$ cat src/rtl/divider_unit.sv
// Iterative restoring divider: one quotient bit per clock, MSB first, WIDTH cycles per op.
// Define DIVIDER_SIGNED_EN for two's-complement operands; the default build is unsigned.
module divider_unit #(
    parameter int WIDTH = 32
) (
    input  logic             clk,
    input  logic             reset,
    input  logic             start,
    input  logic [WIDTH-1:0] Dividend,
    input  logic [WIDTH-1:0] Divisor,
    output logic             busy,
    output logic             done,
    output logic [WIDTH-1:0] Quotient,
    output logic [WIDTH-1:0] Remainder,
    output logic             DivZero
);
    localparam int CW = $clog2(WIDTH);

    typedef enum logic [1:0] {IDLE, CALC, DONE} state_t;

    state_t           state, state_nxt;
    logic [CW-1:0]    cnt;
    logic [WIDTH-1:0] acc, qr, dvs;
    logic [WIDTH:0]   sh, diff;
    logic [WIDTH-1:0] acc_nxt, q_fin, q_out, r_out, a_mag, b_mag;
    logic             qbit, last;

`ifdef DIVIDER_SIGNED_EN
    logic neg_q, neg_r;
    assign a_mag = Dividend[WIDTH-1] ? -Dividend : Dividend;
    assign b_mag = Divisor[WIDTH-1]  ? -Divisor  : Divisor;
    assign q_out = neg_q ? -q_fin   : q_fin;
    assign r_out = neg_r ? -acc_nxt : acc_nxt;
`else
    assign a_mag = Dividend;
    assign b_mag = Divisor;
    assign q_out = q_fin;
    assign r_out = acc_nxt;
`endif

    // Shift the next dividend bit into the partial remainder and trial-subtract.
    assign sh      = {acc, qr[WIDTH-1]};
    assign diff    = sh - {1'b0, dvs};
    assign qbit    = ~diff[WIDTH];
    assign acc_nxt = qbit ? diff[WIDTH-1:0] : sh[WIDTH-1:0];
    assign q_fin   = {qr[WIDTH-2:0], qbit};
    assign last    = (cnt == CW'(WIDTH - 1));

    assign busy = (state != IDLE);
    assign done = (state == DONE);

    always_comb begin
        state_nxt = state;
        case (state)
            IDLE: if (start) state_nxt = (Divisor == '0) ? DONE : CALC;
            CALC: if (last)  state_nxt = DONE;
            DONE:            state_nxt = IDLE;
            default:         state_nxt = IDLE;
        endcase
    end

    always_ff @(posedge clk or negedge reset) begin
        if (!reset) state <= IDLE;
        else        state <= state_nxt;
    end

    always_ff @(posedge clk or negedge reset) begin
        if (!reset) begin
            cnt       <= '0;
            acc       <= '0;
            qr        <= '0;
            dvs       <= '0;
            Quotient  <= '0;
            Remainder <= '0;
            DivZero   <= 1'b0;
`ifdef DIVIDER_SIGNED_EN
            neg_q     <= 1'b0;
            neg_r     <= 1'b0;
`endif
        end else begin
            case (state)
                IDLE: if (start) begin
                    cnt     <= '0;
                    acc     <= '0;
                    qr      <= a_mag;
                    dvs     <= b_mag;
                    DivZero <= 1'b0;
`ifdef DIVIDER_SIGNED_EN
                    neg_q   <= Dividend[WIDTH-1] ^ Divisor[WIDTH-1];
                    neg_r   <= Dividend[WIDTH-1];
`endif
                    // Zero divisor skips CALC; results are published on the way to DONE.
                    if (Divisor == '0) begin
                        Quotient  <= '1;
                        Remainder <= Dividend;
                        DivZero   <= 1'b1;
                    end
                end
                CALC: begin
                    cnt <= cnt + 1'b1;
                    acc <= acc_nxt;
                    qr  <= q_fin;
                    if (last) begin
                        Quotient  <= q_out;
                        Remainder <= r_out;
                    end
                end
                default: ;
            endcase
        end
    end
endmodule

$ cat config.mk
export PLATFORM = sky130hd
export DESIGN_NAME = divider_unit
export DESIGN_NICKNAME = d
export VERILOG_FILES = /design/src/rtl/divider_unit.sv
export SDC_FILE = /design/constraint.sdc
export NUM_CORES = 1
export LEC_CHECK = 0
export BUFFER_PORTS_ARGS = -buffer_cell sky130_fd_sc_hd__buf_2
export CORE_AREA = 2 2 198 200
export CTS_CLUSTER_SIZE = 14
export DETAILED_ROUTE_END_ITERATION = 12
export DIE_AREA = 0 0 200 202
export REMOVE_ABC_BUFFERS = 1
export SLEW_MARGIN = 20
export SYNTH_ARGS = -nofsm -noshare
export SYNTH_HDL_FRONTEND = slang
export SYNTH_SLANG_ARGS = --single-unit
$ cat constraint.sdc
create_clock -name clk -period 4.2 [get_ports clk]
set_clock_uncertainty 0.15 [all_clocks]
set_input_delay 0.84 -clock clk [delete_from_list [all_inputs] [get_ports clk]]
set_output_delay 0.84 -clock clk [all_outputs]
set_load 0.005 [all_outputs]
# Word-level counts from Yosys, hierarchy flattened
# Index checks and enable logic that the tools add are counted.
word_totals:
  inputBits: 67
  latch_bits: 0
  mem_count: 0
  reg_bits: 168
  romBits: 0
  output_inout_bits: 67
  ram_bits: 0
  elab_cells: 45
classes:
  n_lt_le_gt_ge: 0
  n_eq_ne: 6
  n_mux: 20
  bitwise_logic: 1
  div: 0
  mul: 0
  add_sub_neg: 2
  shifts: 0
  n_reduce_logical: 8
op_table:
  columns: ["op", "n"]
  rows:
  - ["$mux W32", 9]
  - ["$pmux W32 S2", 4]
  - ["$sub A33 B32 Y33", 1]
  - ["$logic_not A32 Y1", 1]
  - ["$pmux W5 S2", 1]
  - ["$mux W2", 3]
  - ["$ne A2 B2 Y1 const B", 3]
  - ["$reduce_and A2 Y1", 3]
  - ["$add A5 B1 Y5 const B", 1]
  - ["$eq A5 B5 Y1 const B", 1]
  - ["$mux W5", 1]
  - ["$pmux W2 S2", 1]
  - ["$reduce_and A4 Y1", 1]
  - ["$reduce_bool A2 Y1", 2]
  - ["$eq A2 B1 Y1 const B", 1]
  - ["$eq A2 B2 Y1 const B", 1]
  - ["$logic_not A2 Y1", 1]
  - ["$mux W1", 1]
  - ["$not A1 Y1", 1]

# Depth between registers and ports, before layout
# Gate-level depths: netlist of run 1.
depth:
  depth_word: 4
  mapped_depth: 14
  ltp_nobuf: 12

# Worst setup path before layout of run 1
# OpenSTA, ideal clock, no wires.
synth_timing:
  kind: "register -> register"
  from: "register qr[31]"
  to: "register Remainder[9]"
  setup_ns: 0.141
  stages_incl_launch_ff: 14
  arrival_ns: 2.725
  synth_period_minus_slack_ns: 3.015
  required_ns: 3.909
  n_path_buf: 1
  setup_slack_ns: 1.185
  cell_sequence: "dfrtp_1 > inv_1 > ha_1 > fa_1 > nand2b_1 > a21oi_2 > o21ai_2 > o21ai_4 > a32o_1 > nor3_2 > or2_4 > buf_8 > a221oi_2 > a221oi_2"
synth_via:
  elab_chain_cells: 4
synth_lines:
  columns: ["item", "line_no", "text"]
  rows:
  - ["start: declaration", "23", "logic [WIDTH-1:0] acc, qr, dvs;"]
  - ["start signal: assignment", "85", "qr <= a_mag;"]
  - ["start signal: assignment", "102", "qr <= q_fin;"]
  - ["$sub A33 B32 Y33", "43", "assign diff = sh - {1'b0, dvs};"]
  - ["$mux W32", "45", "assign acc_nxt = qbit ? diff[WIDTH-1:0] : sh[WIDTH-1:0];"]
  - ["$mux W32", "103", "if (last) begin"]
  - ["$pmux W32 S2", "81", "case (state)"]
  - ["end signal: assignment", "95", "Remainder <= Dividend;"]
  - ["end signal: assignment", "105", "Remainder <= r_out;"]
  - ["end: declaration", "14", "output logic [WIDTH-1:0] Remainder,"]
# No other way between the ends. The select of a mux whose other input is x is not followed.
# A chain may end at the register's enable or synchronous reset.

# Worst setup path after layout of run 1
layout_timing:
  from: "register qr[31]"
  to: "register Remainder[7]"
# The elaborated chain is that of the path after synthesis.

==> impl_results.md, run 1 <==
* Reported max-cap violation count at 0
* Fin Hold WS at 0.264 ns
* Layout Area Growth over Synthesis at 19.4%
* DP HPWL at 21.5 mm
* Maximum VDD drop at 0.370 mV
* Critical path fanouts, max at 13
* Req. time, crit path at 4.39 ns
* # hold bufs at CTS at 0
* Worst skew pair latency at 0.46 ns
* Main combinational cell family by area after synthesis: compound AO/OA/AOI/OAI gates
* Post-CTS sizing at 0
* Hold Path Class: primary input to async pin
* P per Cell Area at 1040 mW/mm2
* Die footprint at 0.0404 mm2
* Ys Warns at 0
* Synth Area in XOR/XNOR at 2.88%
* Starting Density at 24.6%
* Tcrit/Tclk final at 85.3%
* Synth Area in Adders at 4.73%
* CTS tree: yes
* Clk buf depth at 2
* Synth Instances at 1071
* Reg clk slew, reported paths at 0.07 ns
* Nets at 1274
* Die Ht at 202 um
* Cell taking the most area after synthesis: dfrtp_1
* Netlist cell types at 69
* CP endpoint kind: register
* Core area at 0.0383 mm2
* Worst Tran Pin Value at 0.910 ns
* Largest net degree at the start of global routing at 73
* First-pass GRT wire length at 47.5 mm
* Via Count at 8225
* Mapped Avg Cell Area at 8.80 um2
* TritonCTS Buffers at 17
* Max_slew headroom at 39.3%
* Power Total at 11.7 mW
* Design area at 0.0113 mm2
* Vias in the first global route at 8177
* Synth Cell Area at 0.00942 mm2
* Post-CTS setup buffers at 0
* RSZ-0062 raised after global routing: false
* DRT iter0 DRCs at 496
* Ant diodes at 0
* FF+latch count, synth at 168
* Final hold vios at 0
* Post-place instance area at 0.0107 mm2
* Most frequent cells in the layout: 168 x dfrtp_1, 161 x nand2_1, 132 x buf_2, 120 x nor2_1, 81 x a21oi_1
* ANT nets after route at 0
* Initial antenna violation count at 1
* Layout cells sized above 1 at 19.2%
* DRC at 0
* DIE WIDTH at 200 um
* Seq/Total Area, Yosys at 44.6%
* Commonest non-fill, non-tap cell in the layout: dfrtp_1
* Startpoint types: register
* GP Congestion at 0.852
* Compound-Gate Fraction of Synth Area at 21.9%
* # setup viols final at 0
* GRT overflow at 0
* Mux cell area share after synthesis at 4.09%
* Share of synthesized registers carrying an async set or reset at 100%
* Gr usage total at 15.3%
* Top post-synthesis cells by area: dfrtp_1 45%, nand2_1 6.5%, nor2_1 4.8%
* Finished Core Util at 29.4%
* Tmin final at 3.58 ns
* Standard-cell rows at 72
* Status: finished, final reports clean
* Vias per inst at 4.83
* Fmax at 279 MHz
* I/O Buffers at 133
* R2r setup slk at 0.62 ns
* WS Path Type: register to register
* Pre-Repair DR Iteration Count at 5
* Wire length per cell at 17.7 um
* Crit path DAT at 3.77 ns
* Max Slew Vio Count at 0
* Leakage power at 4.72 nW
* EDFF count, synth at 0
* Dominant synthesized flop cell: dfrtp_1
* # IOs at 134
* H-tree levels at 4
* Simple-gate share of the synthesized area at 17.1%
* Clock Root Buffer: clkbuf_16
* Routed Wire Length at 30.1 mm
* Share of the synthesized area in the top cell type at 44.6%
* Clk sinks at 168
[logic make-up after synthesis]
family	count (synthesis)
simple gates	374
compound gates	319
flops	168
buf+inv	107
mux	37
fa+ha+maj	35
xor+xnor	31
[worst paths after layout]
check	start	to	cells past startpoint
min in group clk	DivZero	DivZero	2
worst max register to register	qr[31]	Remainder[7]	12
worst min register to register	DivZero	DivZero	2
max in group asynchronous	reset	state[0]	2
worst max-delay path	qr[31]	Remainder[7]	12
worst min-delay path	reset	Quotient[31]	1
[state kept, by name, indices dropped and copies added (netlist names)]
| register | count |
|---|---|
| state | 2 |
| qr | 32 |
| Remainder | 32 |
| acc | 32 |
| cnt | 5 |
| DivZero | 1 |
| Quotient | 32 |
| dvs | 32 |
[metrics by stage]
step / worst slack [ns] / std cells / setup TNS, ns
floorplan: -1.47 / 1001 / -86.24
global placement: 0.736 / 1671 / 0
detailed placement: 0.639 / 1671 / 0
CTS: 0.623 / 1703 / 0
global route: 0.362 / 1703 / 0
finish: 0.619 / 1703 / 0
[where the power goes]
part | switching (mW) | leakage (nW) | internal [mW]
Combinational | 4.41 | 2.59 | 2.80
Sequential | 0.496 | 1.84 | 2.39
Clock | 0.745 | 0.294 | 0.907
[worst max-delay path, cell delays in order (launching register included)]
cell	delay (ns)
dfrtp_1	0.37
inv_1	0.08
ha_1	0.22
fa_1	0.41
nand2b_1	0.20
a21oi_2	0.19
o21ai_2	0.14
o21ai_4	0.27
a32oi_2	0.20
nand2_2	0.14
mux2i_4	0.66
a221oi_2	0.13
a221oi_1	0.34
[cell type report]
| type | count | area, um2 |
|---|---|---|
| Clock buffer | 18 | 439 |
| Clock inverter | 14 | 159 |
| Fill cell | 4086 | 27000 |
| Inverter | 37 | 139 |
| Multi-Input combinational cell | 796 | 4810 |
| Sequential cell | 168 | 4200 |
| Tap cell | 518 | 648 |
| Timing Repair Buffer | 152 | 852 |
[Yosys cell counts, drive strengths merged, types with 7 or more instances]
| cell type | count |
|---|---|
| nand3 | 24 |
| a21oi | 85 |
| a21o | 10 |
| dfrtp | 168 |
| a221oi | 22 |
| clkbuf | 52 |
| nand4 | 7 |
| inv | 37 |
| xnor2 | 15 |
| buf | 18 |
| nand2b | 9 |
| nand2 | 165 |
| o21ai | 84 |
| ha | 34 |
| xor2 | 16 |
| a31oi | 57 |
| or3 | 12 |
| nor2 | 120 |
| o22ai | 14 |
| nor3 | 13 |
| nor4 | 9 |
| mux2i | 35 |
[per-layer routing]
layer  global-route usage, %  wire length [um]
met1                    20.9             14200
met5                       0                 0
met2                    24.7             14300
met4                    4.21               499
met3                    2.70              1190
No activity file was read; power rests on OpenSTA's default activity.
==> run 2: changes to the inputs <==
--- a/config.mk
+++ b/config.mk
@@ -5,7 +5,7 @@
 export SDC_FILE = /design/constraint.sdc
 export NUM_CORES = 1
 export LEC_CHECK = 0
-export BUFFER_PORTS_ARGS = -buffer_cell sky130_fd_sc_hd__buf_2
+export BUFFER_PORTS_ARGS = -buffer_cell sky130_fd_sc_hd__buf_4
 export CORE_AREA = 2 2 198 200
 export CTS_CLUSTER_SIZE = 14
 export DETAILED_ROUTE_END_ITERATION = 12
==> impl_results.md, run 2 (same netlist as run 1, synthesis figures left out) <==
* Gr usage total at 15.1% (was 15.3%)
* Reg2Reg Capture Point: Remainder[6] (was Remainder[7])
* Pre-Repair DR Iteration Count at 4 (was 5)
* Die footprint at 0.0404 mm2 (unchanged)
* FF-to-FF path depth at 12 (unchanged)
* Largest net degree at the start of global routing at 90 (was 73)
* Most frequent cells in the layout: 168 x dfrtp_1, 161 x nand2_1, 143 x buf_4, 120 x nor2_1, 81 x a21oi_1 (was 168 x dfrtp_1, 161 x nand2_1, 132 x buf_2, 120 x nor2_1, 81 x a21oi_1)
* P per Cell Area at 1030 mW/mm2 (was 1040 mW/mm2)
* # hold bufs at CTS at 0 (unchanged)
* Max Slew Vio Count at 0 (unchanged)
* Vias per inst at 4.87 (was 4.83)
* Sequential power share at 24.4% (was 24.5%)
* Post-place instance area at 0.0109 mm2 (was 0.0107 mm2)
* Placed insts at 1666 (was 1671)
* Clock power frac at 13.5% (was 14.1%)
* Core area at 0.0383 mm2 (unchanged)
* Critical path's largest stage delay at 0.62 ns (was 0.66 ns)
* Switch Pwr at 5.62 mW (was 5.65 mW)
* WS Path Type: register to register (unchanged)
* Post-CTS sizing at 0 (unchanged)
* R2R Path Start: qr[31] (unchanged)
* H-tree levels at 4 (unchanged)
* Via Count at 8267 (was 8225)
* GRT overflow at 0 (unchanged)
* RSZ-0062 raised after global routing: false (unchanged)
* R2r setup slk at 0.69 ns (was 0.62 ns)
* Startpoint types: register (unchanged)
* Standard-cell rows at 72 (unchanged)
* Nets at 1269 (was 1274)
* Starting Density at 24.6% (unchanged)
* # setup viols final at 0 (unchanged)
* CP endpoint kind: register (unchanged)
* Power Total at 11.8 mW (was 11.7 mW)
* Hold Path Class: primary input to async pin (unchanged)
* Reported max-cap violation count at 0 (unchanged)
* Layout cells sized above 1 at 18.8% (was 19.2%)
* Fmax at 285 MHz (was 279 MHz)
* Final hold vios at 0 (unchanged)
* Initial antenna violation count at 0 (was 1)
* Layout Area Growth over Synthesis at 22.3% (was 19.4%)
* Clk buf depth at 2 (unchanged)
* GP Congestion at 0.873 (was 0.852)
* Critical path fanouts, max at 13 (unchanged)
* Max_slew headroom at 36.2% (was 39.3%)
* Finished Core Util at 30.1% (was 29.4%)
* Commonest non-fill, non-tap cell in the layout: dfrtp_1 (unchanged)
* Routed Wire Length at 29.8 mm (was 30.1 mm)
* First-pass GRT wire length at 47.0 mm (was 47.5 mm)
* Part of the power in combinational logic at 62.1% (was 61.4%)
* Crit path cell chain: inv_1 > ha_1 > fa_1 > nand2b_1 > a21oi_2 > o21ai_2 > o21ai_4 > a32oi_2 > nand2_2 > mux2i_4 > a221oi_2 > a221oi_1 (unchanged)
* Vias in the first global route at 8025 (was 8177)
* DRC at 0 (unchanged)
* CP Launch Point: qr[31] (unchanged)
* CP top delay family: compound AO/OA/AOI/OAI gates (unchanged)
* Slowest cell on the critical path: mux2i_4 (unchanged)
* CP Buf/Inv Count at 1 (unchanged)
* WL met2 at 14.2 mm (was 14.3 mm)
* Crit path DAT at 3.68 ns (was 3.77 ns)
* Ant diodes at 0 (unchanged)
* Clock Root Buffer: clkbuf_16 (unchanged)
* CP Depth at 12 (unchanged)
* # IOs at 134 (unchanged)
* Maximum VDD drop at 0.419 mV (was 0.370 mV)
* CTS tree: yes (unchanged)
* Internal power at 6.19 mW (was 6.09 mW)
* Routed wl met3 at 1.36 mm (was 1.19 mm)
* Worst Tran Pin Value at 0.948 ns (was 0.910 ns)
* Switching portion of total power at 47.6% (was 48.1%)
* Met1 wire length at 13.8 mm (was 14.2 mm)
* Die Ht at 202 um (unchanged)
* Clk sinks at 168 (unchanged)
* Critical path endpoint: Remainder[6] (was Remainder[7])
* Status: finished, final reports clean (unchanged)
* Post-CTS setup buffers at 0 (unchanged)
* Wire length per cell at 17.6 um (was 17.7 um)
* Leakage power at 4.84 nW (was 4.72 nW)
* Worst skew pair latency at 0.45 ns (was 0.46 ns)
* Reg clk slew, reported paths at 0.08 ns (was 0.07 ns)
* TritonCTS Buffers at 17 (unchanged)
* Tmin final at 3.51 ns (was 3.58 ns)
* Top routing layer in use: met4 (unchanged)
* Design area at 0.0115 mm2 (was 0.0113 mm2)
* DIE WIDTH at 200 um (unchanged)
* Req. time, crit path at 4.38 ns (was 4.39 ns)
* DP HPWL at 21.4 mm (was 21.5 mm)
* Layout fillers at 4032 (was 4086)
* Final std cells w/o fill at 1698 (was 1703)
* Tcrit/Tclk final at 83.5% (was 85.3%)
* DRT iter0 DRCs at 481 (was 496)
* ANT nets after route at 0 (unchanged)
* I/O Buffers at 133 (unchanged)
## run 2: changes by cell type in the layout (fill, tap and decap cells not counted), sizes merged
cell / previous run / this run
buf: 152 / 147
bufinv: 2 / 1
clkbuf: 18 / 19
clkinv: 5 / 7
clkinvlp: 1 / 2
inv: 43 / 40
## run 2: worst register-to-register path, stage by stage (launching register included)
cell,delay (ns)
dfrtp_1,0.37
inv_1,0.08
ha_1,0.22
fa_1,0.40
nand2b_1,0.19
a21oi_2,0.19
o21ai_2,0.14
o21ai_4,0.25
a32oi_2,0.18
nand2_2,0.13
mux2i_4,0.62
a221oi_2,0.15
a221oi_1,0.34
## run 2: final cells by class
class                           count  area [um2]  area share (%)
Multi-Input combinational cell    796        4810            41.8
Clock buffer                       19         453            3.93
Timing Repair Buffer              147        1140            9.94
Clock inverter                     13         121            1.05
Sequential cell                   168        4200            36.5
Inverter                           37         139            1.21
Tap cell                          518         648            5.63
## run 2: worst min path at each step
stage	slack [ns]	endpoint	cells after the start	startpoint
2_1_floorplan	0.30	dvs[0]	2	dvs[0]
3_3_place_gp	0.32	DivZero	2	DivZero
3_5_place_dp	0.34	DivZero	2	DivZero
4_1_cts	0.19	qr[2]	1	reset
5_1_grt	0.21	qr[2]	1	reset
6_report	0.19	qr[2]	1	reset
## run 2: power by group through the flow
| stage | Clock, mW | Sequential (mW) | Combinational, mW |
|---|---|---|---|
| 6_report | 1.59 | 2.88 | 7.34 |
| 5_1_grt | 1.69 | 2.98 | 8.24 |
| 2_1_floorplan | 0 | 2.84 | 5.24 |
| 3_5_place_dp | 0 | 2.90 | 7.36 |
| 3_3_place_gp | 0 | 2.89 | 7.25 |
| 4_1_cts | 1.63 | 2.89 | 7.39 |
## run 2: per-layer routing
layer / global-route usage [%] / vias to the layer above
li1: - / 4000
met1: 20.6 / 4048
met2: 24.4 / 198
met3: 2.75 / 21
met4: 3.94 / 0
met5: 0 / -
## run 2: per-stage QoR
stage                     setup TNS [ns]  hold slack (ns)  worst slack [ns]
after floorplan                   -86.24            0.300             -1.47
after CTS                              0            0.193             0.690
after global routing                   0            0.212             0.432
final                                  0            0.193             0.694
after detailed placement               0            0.336             0.634
after global placement                 0            0.325             0.696
